--- src/rtl/sipo_deserializer.sv ---
// sipo_deserializer: MSB-first serial-in, parallel-out receiver with a
// one-word valid/ready holding register, frame resync and overrun flagging.
//
// Optional feature macro: SIPO_PARITY_EN
//   defined   -> each frame carries WIDTH data bits plus one trailing
//                even-parity bit; parity_err reports the check result
//                for the word currently held in out_data.
//   undefined -> frame is WIDTH bits; parity_err is tied to 0.
//
// Ports:
//   clk          in   rising-edge clock
//   reset_n      in   asynchronous active-low reset
//   serial_in    in   serial data bit, MSB first
//   serial_valid in   serial_in is sampled only when this is 1
//   sync         in   drop any partial frame and restart bit counting
//   out_data     out  assembled word (first received bit in the MSB)
//   out_valid    out  out_data holds an unconsumed word
//   out_ready    in   consumer accepts the word when out_valid & out_ready
//   busy         out  a partial frame is in progress
//   overrun      out  one-cycle pulse: a completed frame was dropped
//   parity_err   out  parity result for the word in out_data
module sipo_deserializer #(
  parameter int WIDTH = 3
) (
  input  logic             clk,
  input  logic             reset_n,
  input  logic             serial_in,
  input  logic             serial_valid,
  input  logic             sync,
  output logic [WIDTH-1:0] out_data,
  output logic             out_valid,
  input  logic             out_ready,
  output logic             busy,
  output logic             overrun,
  output logic             parity_err
);

`ifdef SIPO_PARITY_EN
  localparam int FRAME = WIDTH + 1;
`else
  localparam int FRAME = WIDTH;
`endif
  localparam int CNT_W = $clog2(FRAME + 1);
  localparam logic [CNT_W-1:0] LAST = CNT_W'(FRAME - 1);

  typedef enum logic {EMPTY = 1'b0, FULL = 1'b1} state_t;

  state_t           state_q, state_d;
  logic [CNT_W-1:0] cnt_q, cnt_d;
  logic [WIDTH-1:0] shreg_q, shreg_d;
  logic [WIDTH-1:0] data_q, data_d;
  logic             overrun_q, overrun_d;

  logic [WIDTH-1:0] shifted;
  logic [WIDTH-1:0] new_word;
  logic             new_perr;
  logic             complete;
  logic             handshake;
  logic             load;

  always_comb begin
    shifted   = {shreg_q[WIDTH-2:0], serial_in};
    // sync takes priority, so a sync edge can never complete a frame
    complete  = serial_valid && !sync && (cnt_q == LAST);
    handshake = (state_q == FULL) && out_ready;
`ifdef SIPO_PARITY_EN
    // The current bit is the parity bit; the data bits are already in shreg
    new_word  = shreg_q;
    new_perr  = (^shreg_q) ^ serial_in;
`else
    new_word  = shifted;
    new_perr  = 1'b0;
`endif

    cnt_d     = cnt_q;
    shreg_d   = shreg_q;
    state_d   = state_q;
    data_d    = data_q;
    overrun_d = 1'b0;
    load      = 1'b0;

    if (sync) begin
      // A bit arriving with sync becomes bit 0 of the new frame
      cnt_d   = serial_valid ? CNT_W'(1) : '0;
      shreg_d = serial_valid ? {{(WIDTH-1){1'b0}}, serial_in} : '0;
    end else if (serial_valid) begin
      shreg_d = shifted;
      cnt_d   = complete ? '0 : cnt_q + CNT_W'(1);
    end

    case (state_q)
      EMPTY: begin
        if (complete) begin
          load    = 1'b1;
          state_d = FULL;
        end
      end
      FULL: begin
        if (complete) begin
          // Accept-and-reload on the same edge keeps the port bubble-free
          if (handshake) load = 1'b1;
          else           overrun_d = 1'b1;
        end else if (handshake) begin
          state_d = EMPTY;
        end
      end
      default: state_d = EMPTY;
    endcase

    if (load) data_d = new_word;
  end

  always_ff @(posedge clk or negedge reset_n) begin
    if (!reset_n) begin
      state_q   <= EMPTY;
      cnt_q     <= '0;
      shreg_q   <= '0;
      data_q    <= '0;
      overrun_q <= 1'b0;
    end else begin
      state_q   <= state_d;
      cnt_q     <= cnt_d;
      shreg_q   <= shreg_d;
      data_q    <= data_d;
      overrun_q <= overrun_d;
    end
  end

`ifdef SIPO_PARITY_EN
  logic perr_q, perr_d;

  // Parity result travels with the word; a dropped frame's result is discarded
  always_comb begin
    perr_d = perr_q;
    if (load) perr_d = new_perr;
  end

  always_ff @(posedge clk or negedge reset_n) begin
    if (!reset_n) perr_q <= 1'b0;
    else          perr_q <= perr_d;
  end

  assign parity_err = perr_q;
`else
  logic unused_perr;
  assign unused_perr = new_perr;
  assign parity_err  = 1'b0;
`endif

  assign out_data  = data_q;
  assign out_valid = (state_q == FULL);
  assign busy      = (cnt_q != '0);
  assign overrun   = overrun_q;

endmodule

--- config.mk ---
export PLATFORM = sky130hd
export DESIGN_NAME = sipo_deserializer
export DESIGN_NICKNAME = d
export VERILOG_FILES = /design/src/rtl/sipo_deserializer.sv
export SDC_FILE = /design/constraint.sdc
export NUM_CORES = 1
export LEC_CHECK = 0
export ABC_AREA = 1
export BUFFER_PORTS_ARGS = -buffer_cell sky130_fd_sc_hd__buf_4
export CORE_AREA = 5 5 42 44
export DETAILED_ROUTE_END_ITERATION = 6
export DIE_AREA = 0 0 47 49
export SLEW_MARGIN = 25
export SYNTH_ARGS = -nofsm -noshare
export SYNTH_HDL_FRONTEND = slang
export SYNTH_SLANG_ARGS = --single-unit
--- constraint.sdc ---
create_clock -name clk -period 2.2 [get_ports clk]
set_input_delay 0.55 -clock clk [delete_from_list [all_inputs] [get_ports clk]]
set_output_delay 0.55 -clock clk [all_outputs]
set_load 0.005 [all_outputs]
Word level (Yosys, flattened, before mapping)
Cells that the tools add are included.
Storage, ports and cells
  memories: 0
  bits of input ports: 6
  register bits after elaboration: 9
  memory bits (read-only): 0
  memory bits (writable): 0
  bits in latches: 0
Operators by class
  multipliers: 0
  eq/ne operators: 1
  mux-type cells: 16
  $lt $le $gt $ge: 0
  reductions and logical operators: 6
  add/sub/neg operators: 1
  div/mod/pow operators: 0
  bitwise logic cells: 1
  shifts and indexed selects: 0
Operator list (count)
  two-way mux 2 bit: 5
  two-way mux 1 bit: 9
  case mux 1 bit (2 select lines): 2
  nonzero test 2 bit: 2
  logical AND 1 bit: 3
  adder 2 x 1 -> 2 bit, second input constant: 1
  == test 2 bit, second input constant: 1
  zero test 1 bit: 1
  NOT 1 bit: 1

Depth between registers and ports, before layout
Gate-level depths: netlist of run 1.
  depth after elaboration: 6
  depth in mapped cells: 5
  depth with buffers taken out: 5

Worst setup path after synthesis of run 1
OpenSTA, ideal clock, no wires.
  path type: register to output
  start point: register cnt_q[1]
  end point: output busy
  buffers on the path: 0
  arrival: 0.516 ns
  slack: 1.134 ns
  cell stages (with the launch flop): 3
  cell sequence: dfrtp_1 > inv_1 > nand2_1
On the way
  longest elaborated chain between the ends: 1
Ends and longest elaborated chain
  from (decl): line 49  | logic [CNT_W-1:0] cnt_q, cnt_d;
  from (signal assigned): line 122  | cnt_q <= cnt_d;
  nonzero test 2 bit: line 152  | assign busy = (cnt_q != '0);
  to (decl): line 33  | output logic busy,
No other way between the ends.

Worst setup path in the final report of run 1
Ends and elaborated chain as after synthesis.

==> metrics.cfg, run 1 <==
[route]
drt_first_pass_iters=4
wirelength_um=734
vias_per_cell=4.237
drtAntennaViolNets=0
avgRoutedWirePerCell_um=9.658
drtIter0Drc=4
drc=0
vias=322

[die]
dieArea_sq_um=2303
die_w_um=47
coreArea_sq_um=1401
die-height_um=49
start_util_pct=28.21
ios=13
std_cell_rows=14

[sta]
rsz0062_at_grt=false
min_period_over_period_pct=67.91
fmax_mhz=669.3
skew_ns=0.002480
fin_ws_ns=0.7059
setup_viol=0
fin_setup_tns_ns=0
slew_viol_final=0
layout_min_cycle_time_ns=1.494
hold_viol=0
worst_hold_slack_ns=0.1039

[final_layout]
final_nets=67
fillers=160
n_antenna_cell=0
final_common_cell=nand2_1
final_cell_mix=12 x nand2_1, 11 x buf_4, 9 x dfrtp_1, 5 x nand3_1, 4 x inv_1
areaGrowthSynthToFinish_pct=30.70
drive_above_1_share_pct=33.33
fin_cells=76

[cts]
cts_max_level=1
clkTransAtPathRegs_ns=0.06
cts_tree=yes
clock_latency_ns=0.26
root_buffer=clkbuf_4
cts_resized=0
cts_sinks=9
clockBufferDepth=2
postCtsSetupBuffers=0
ctsHoldBuffers=0
cts_made_buffers=3

[global_route]
track_usage_pct=7.392
first_global_vias=294
antenna_found_initial=0
grt_pass1_wl_mm=1.221
grt.overflow.total=0
grt_max_degree=10

[setup_path]
cp-end-kind=primary output
cp_data_required_time_ns=1.65
critical_path.startpoint_type=flop
critical_path_class=reg -> out
crit_fanout=4
cp.arrival_ns=0.94

[yosys]
syn_area_per_cell_sq_um=8.595
synth_cell_types=14
syn_nets=52
syn-cell-area_sq_um=395.4
synth_top_cell_by_area=dfrtp_1
ys_seq_area_share_pct=56.96
yosysWarnings=0
synth_cells=46
ys_ff_latch=9
synth_area_leaders=dfrtp_1 57%, nand2_1 11%, nand3_1 6.3%
synth_top_cell_area_share_pct=56.96

[place]
port_buffers=11
place.gp.congestion=0.7399
dp.cells=72
dp.final_hpwl_um=598.1
place_ws_ns=0.9848

[hold_path]
hold_path.class=in -> async

[power]
fin_total_pwr_w=0.0003819
leakagePower_nw=0.2763
p_per_area_nw_per_um2=739.1
ir_drop_mv=0.2830

[flow_run]
cap_violations=0

[status]
outcome=completed

stage by stage:
stage | cell area (sq um) | utilization, %
CTS | 516.7 | 36.88
global placement | 490.5 | 35.00
global route | 516.7 | 36.88
finish | 516.7 | 36.88
detailed placement | 490.5 | 35.00
floorplan | 395.4 | -
critical path: stages (launching register included):
cell and delay (ns):
dfrtp_1 0.38, inv_1 0.10, nand2_1 0.08, buf_4 0.13
layer usage:
metal	share of wire [%]	track usage, %	vias to the layer above
li1	-	-	170
met5	0	0	-
met3	10	2.214	2
met2	42	9.050	14
met1	46	10.41	136
met4	0.68	5.530	0
where the power goes:
part	switching (W)	internal, W
logic	0.0000306	0.0000329
registers	0.0000101	0.000183
clock network	0.0000551	0.0000697
synth_stat cells:
cell and instances:
nand2_1 12, dfrtp_1 9, nand3_1 5, inv_1 4, inv_2 3, o21ai_0 3
a21oi_1 2, nor2_1 2, buf_4 1, conb_1 1, nand2_2 1, nand4_1 1
nor2_2 1, nor2_4 1
final timing paths:
path                       slack, ns  cells past startpoint           to        start
max                             0.71                      3         busy     cnt_q[1]
min in group clk                0.48                      2  out_data[0]  out_data[0]
min reg2reg                     0.48                      2  out_data[0]  out_data[0]
max reg2reg                     1.26                      4  out_data[2]    out_valid
min                             0.10                      1    out_valid      reset_n
max in group asynchronous       1.96                      1     cnt_q[1]      reset_n
cell families (layout without fill, tap and decap cells):
logic type             Yosys count  count (layout)  share of synthesized area (%)
DFF                              9               9                          56.96
and+or+nand+nor                 23              23                          27.22
buffers and inverters            8              22                          8.544
other                            1               1                         0.9485
AOI/OAI and AO/OA                5               5                          6.328
sequential cells by signal, indices dropped and copies added (netlist names):
| name | count |
|---|---|
| cnt_q | 2 |
| out_data | 3 |
| shreg_q | 2 |
| out_valid | 1 |
| overrun | 1 |
area by class of cell:
class | count | area [sq um] | share of cell area, %
Timing Repair Buffer | 11 | 82.58 | 15.98
Clock buffer | 4 | 26.28 | 5.085
Inverter | 7 | 26.28 | 5.085
Tap cell | 16 | 20.02 | 3.874
Multi-Input combinational cell | 29 | 136.4 | 26.39
Sequential cell | 9 | 225.2 | 43.58
(Power assumes the default switching activity.)
==> run 2: changes to the inputs <==
ABC_AREA = 0   (was 1)
clock period = 1.3 ns   (was 2.2 ns; I/O delays follow)
==> run 2 against run 1 <==
The run now ends with setup timing left. Synthesized cell count down 33%. Clock power up 72%. Die area unchanged. Flip-flop and latch count unchanged. Final area up 11%. Critical path type unchanged.
==> metrics.cfg, run 2 <==
[status]
outcome=finished, violations left
violations=setup timing

[sta]
min_period_over_period_pct=102.4
layout_min_cycle_time_ns=1.331
fin_ws_ns=-0.03126
skew_ns=0.0005775
rsz0062_at_grt=true
setup_viol=1
fmax_mhz=751.2
hold_viol=0
slew_viol_final=0

[route]
drc=0
drtIter0Drc=4
vias_per_cell=4.292
avgRoutedWirePerCell_um=11.78
vias=279
wirelength_um=766
drtAntennaViolNets=0
drt_first_pass_iters=3

[setup_path]
cp.arrival_ns=1.01
critical_path_class=reg -> out
cp-startpoint=cnt_q[0]
rrSetupSlack_ns=0.01
crit_fanout=2
critPathSlowestCell=dfrtp_1
cp-end-kind=primary output
crit_chain=or2_4, buf_6
ff2ff_path_depth=4
critical_path.startpoint_type=flop
regToRegStartpoint=cnt_q[0]
max_stage_delay_ns=0.38
r2r_end=out_data[0]
cp_data_required_time_ns=0.98

[yosys]
synth_edf_count=0
ys_ff_latch=9
synth_area_leaders=dfrtp_1 54%, mux2_4 11%, nand4bb_4 6.6%
synth_common_cells=9 x dfrtp_1, 4 x nor2_1, 3 x mux2_4
yosys.area_share.xor_xnor_pct=0
synth_top_family_by_area=simple AND/OR/NAND/NOR gates
syn-cell-area_sq_um=417.9
yosys.cell_count.top_type=dfrtp_1
muxShareOfSynthArea_pct=15.87
synth_top_cell_by_area=dfrtp_1
yosysWarnings=0
ys_seq_area_share_pct=53.89
synthAdderAreaFrac_pct=0
synth_top_cell_area_share_pct=53.89
syn_nets=37
synth-simple-area-share_pct=18.86
synthArstFlopShare_pct=100.0
synth_cell_types=17
synth_cells=31
synth_compound_area_share_pct=5.090
ys.flop_type=dfrtp_1
syn_area_per_cell_sq_um=13.48

[cts]
clock_latency_ns=0.26
cts_sinks=9
cts_made_buffers=3
clockBufferDepth=2
cts_max_level=1
root_buffer=clkbuf_4
cts_tree=yes
clkTransAtPathRegs_ns=0.06

[place]
place.gp.congestion=0.6541
place_area_sq_um=509.2
dp.cells=57
place_ws_ns=0.006397
port_buffers=11
dp.final_hpwl_um=554.7

[die]
coreArea_sq_um=1401
std_cell_rows=14
die-height_um=49
die_w_um=47
start_util_pct=29.82
dieArea_sq_um=2303
ios=13

[final_layout]
drive_above_1_share_pct=55.10
fillers=148
fin_cells=65
final_nets=56
final_cell_mix=14 x buf_4, 9 x dfrtp_1, 4 x nor2_1, 3 x mux2_4, 3 x clkbuf_4
design_area_sq_um=574.3
final_common_cell=buf_4
largest_reg_flops=3
areaGrowthSynthToFinish_pct=37.43
n_antenna_cell=0

[power]
p_per_area_nw_per_um2=1188
fin_total_pwr_w=0.0006825
ir_drop_mv=0.4819
leakagePower_nw=0.3060

[hold_path]
hold_depth=2
hold_path_end=shreg_q[0]
hold_start=serial_in
hold_path.class=in -> reg

[global_route]
first_global_vias=289
grt_max_degree=10
antenna_found_initial=0
grt.overflow.total=0
grt_pass1_wl_mm=1.235
track_usage_pct=7.741

[flow_run]
cap_violations=0

## run 2: cell count changes after synthesis, sizes merged, moves of 3 or more
cell / previous run / this run
nand2: 13 / 2
mux2: 0 / 4
inv: 7 / 1
nand3: 5 / 0
o21ai: 3 / 0
## run 2: metal layers
metal | track usage (%) | vias up | routed length, um
li1 | - | 137 | -
met4 | 5.530 | 0 | 0
met2 | 8.597 | 9 | 341
met1 | 11.06 | 133 | 353
met3 | 3.690 | 0 | 70
met5 | 0 | - | 0
## run 2: critical path, delay by kind of cell (launching register included)
family | cells | cell delay (ns)
AND/OR/NAND/NOR | 1 | 0.26
flip-flops | 1 | 0.38
buffers and inverters | 1 | 0.11
## run 2: through the flow
stage,hold slack [ns],TNS [ns],util (%)
floorplan,0.02941,0,-
global placement,0.1551,0,36.34
detailed placement,0.1551,0,36.34
CTS,0.3028,-0.03225,40.45
global route,0.3117,-0.1554,40.98
finish,0.3123,-0.03126,40.98
## run 2: final cells by class
type                       instances  area (sq um)  area share, %
sequential                         9         225.2          39.22
inverter                           1         3.754         0.6536
multi-input combinational         19         172.7          30.07
clock buffer                       4         26.28          4.575
timing repair buffer              16         126.4          22.00
tap                               16         20.02          3.486
## run 2: timing repair
item / in CTS / in global routing
hold buffers: 1 / 0
pin swaps: 1 / 0
hold endpoints to repair: 9 / 0
resized for setup: 2 / 0
endpoints found under the setup margin: 1 / 4
setup buffers: 2 / 1
## run 2: how the worst max path moves through the flow
stage / to / slack, ns / depth (start not counted)
after CTS: busy / -0.03 / 2
after global routing: busy / -0.07 / 2
final: busy / -0.03 / 2
after detailed placement: out_data[0] / 0.006 / 4
after global placement: out_data[0] / 0.01 / 4
after floorplan: out_data[0] / 0.12 / 3
## run 2: kinds of logic after synthesis
kind of cell / count (synthesis)
simple gates: 10
mux: 5
flops: 9
buf+inv: 3
compound gates: 3
other cells: 1
## run 2: where the power goes
part / switching (W) / internal [W]
logic: 0.0000474 / 0.0000949
clock network: 0.0000971 / 0.000118
registers: 0.0000162 / 0.000309
total: 0.000161 / 0.000522
==> run 3: changes to the inputs <==
CELL_PAD_IN_SITES_DETAIL_PLACEMENT = 1   (was not set)
CELL_PAD_IN_SITES_GLOBAL_PLACEMENT = 1   (was not set)
CORE_AREA = 5 5 43 45   (was 5 5 42 44)
DIE_AREA = 0 0 48 50   (was 0 0 47 49)
PLACE_DENSITY_LB_ADDON = 0.1   (was not set)
==> run 3 against run 2 <==
Sequential power is essentially flat. Utilization shrank 1.0 points. Via count is 1.1% higher. Routed wire length increased by 6.4%. Hold slack got worse by 0.00067 ns. The run still ends with setup timing left. Clock-buffer cell count stayed put. Global-route usage increased by 0.80 points. Register-to-register slack about the same. Combinational power about the same. Die area is 4.2% higher.
==> metrics.cfg, run 3 (same netlist as run 2, synthesis figures left out) <==
[status]
outcome=finished, violations left
violations=setup timing

[cts]
clkTransAtPathRegs_ns=0.06
clockBufferDepth=2
cts_tree=yes
clock_latency_ns=0.25
cts_made_buffers=3
cts_max_level=1
cts_sinks=9
root_buffer=clkbuf_4

[hold_path]
hold_path.class=in -> reg
hold_depth=2

[power]
intPower_w=0.0005215
p_sw_w=0.0001555
clock_power_share_pct=31.1
p_comb_share_pct=20.8
ir_drop_mv=0.4217
seq_power_share_pct=48.1
leakagePower_nw=0.3066
p_per_area_nw_per_um2=1179
swShare_pct=22.97

[die]
die_w_um=48
coreArea_sq_um=1436
die-height_um=50
ios=13
std_cell_rows=14
start_util_pct=29.09
dieArea_sq_um=2400

[global_route]
grt_pass1_wl_mm=1.317
first_global_vias=302
grt.overflow.total=0
grt_max_degree=10
track_usage_pct=8.542
antenna_found_initial=0

[route]
drc=0
avgRoutedWirePerCell_um=12.54
vias=282
vias_per_cell=4.338
drt_first_pass_iters=1
wirelength_um=815
drtAntennaViolNets=0
drtIter0Drc=0

[sta]
setup_viol=4
skew_ns=0.002543
slew_viol_final=0
hold_viol=0
layout_min_cycle_time_ns=1.323
fin_ws_ns=-0.02341
worst_hold_slack_ns=0.3116
fmax_mhz=755.6
fin_setup_tns_ns=-0.02572
rsz0062_at_grt=true
min_period_over_period_pct=101.8

[setup_path]
cp.arrival_ns=1.00
critical_path_class=reg -> out
critPathSlowestCell=dfrtp_1
cp_top_family=flip-flops
ff2ff_path_depth=4
max_stage_delay_ns=0.38
critical_path.startpoint_type=flop
crit_chain=or2_4, buf_6
crit_fanout=2
cp-end-kind=primary output
crit_cells=2
cp_data_required_time_ns=0.98
path_buf_inv=1

[place]
place_ws_ns=0.01301
place.gp.congestion=0.6495
port_buffers=11
dp.final_hpwl_um=635.3

[final_layout]
seq_area_sq_um=225.2
multi_input_area_sq_um=172.7
areaGrowthSynthToFinish_pct=37.43
drive_above_1_share_pct=55.10
final_util_pct=39.98
n_antenna_cell=0
largest_reg_flops=3
final_common_cell=buf_4
fillers=164
final_nets=56
final_cell_mix=14 x buf_4, 9 x dfrtp_1, 4 x nor2_1, 3 x mux2_4, 3 x clkbuf_4

[flow_run]
cap_violations=0

run 3: layer usage:
layer | share of wire (%) | global-route usage [%]
met1 | 38 | 8.830
met5 | 0 | 0
met3 | 10 | 4.364
met2 | 51 | 12.33
met4 | 0 | 6.726
run 3: final cells by class:
cell class,instances,share of cell area (%)
well taps,16,3.486
flip-flops and latches,9,39.22
clock buffers,4,4.575
repair buffers,16,22.00
multi-input cells,19,30.07
inverters,1,0.6536
run 3: worst reg2reg max path: stages (launching register included):
cell and delay (ns):
dfrtp_1 0.38, buf_4 0.14, nand4bb_4 0.20, nand2b_4 0.18, mux2_4 0.29
run 3: repair_timing:
item / 4_1_cts / 5_1_grt
setup buffers: 2 / 1
resized for setup: 2 / 0
pin swaps: 2 / 0
hold endpoints to repair: 9 / 0
setup endpoints to repair: 1 / 4
hold buffers: 1 / 0
run 3: per-stage QoR:
stage                     total power, W  instance area [sq um]  instances
after detailed placement       0.0004574                  509.2         57
final                          0.0006770                  574.3         65
after floorplan                0.0003951                  417.9         31
after CTS                      0.0006934                  566.8         64
after global placement         0.0004525                  509.2         57
after global routing           0.0007425                  574.3         65
run 3: final timing paths:
check	from	end	slack (ns)
hold / removal	serial_in	out_data[0]	0.31
min in group asynchronous	reset_n	out_data[0]	0.43
hold reg to reg	out_data[1]	out_data[1]	0.51
max in group asynchronous	reset_n	cnt_q[0]	0.73
setup / recovery	cnt_q[1]	busy	-0.02
setup reg to reg	cnt_q[0]	out_data[0]	0
run 3: power groups by stage:
stage	combinational [W]	sequential, W	clock, W
2_1_floorplan	0.0000633	0.000332	0
3_3_place_gp	0.000121	0.000332	0
3_5_place_dp	0.000123	0.000334	0
4_1_cts	0.000143	0.000326	0.000224
5_1_grt	0.000154	0.000327	0.000261
6_report	0.000141	0.000326	0.000210
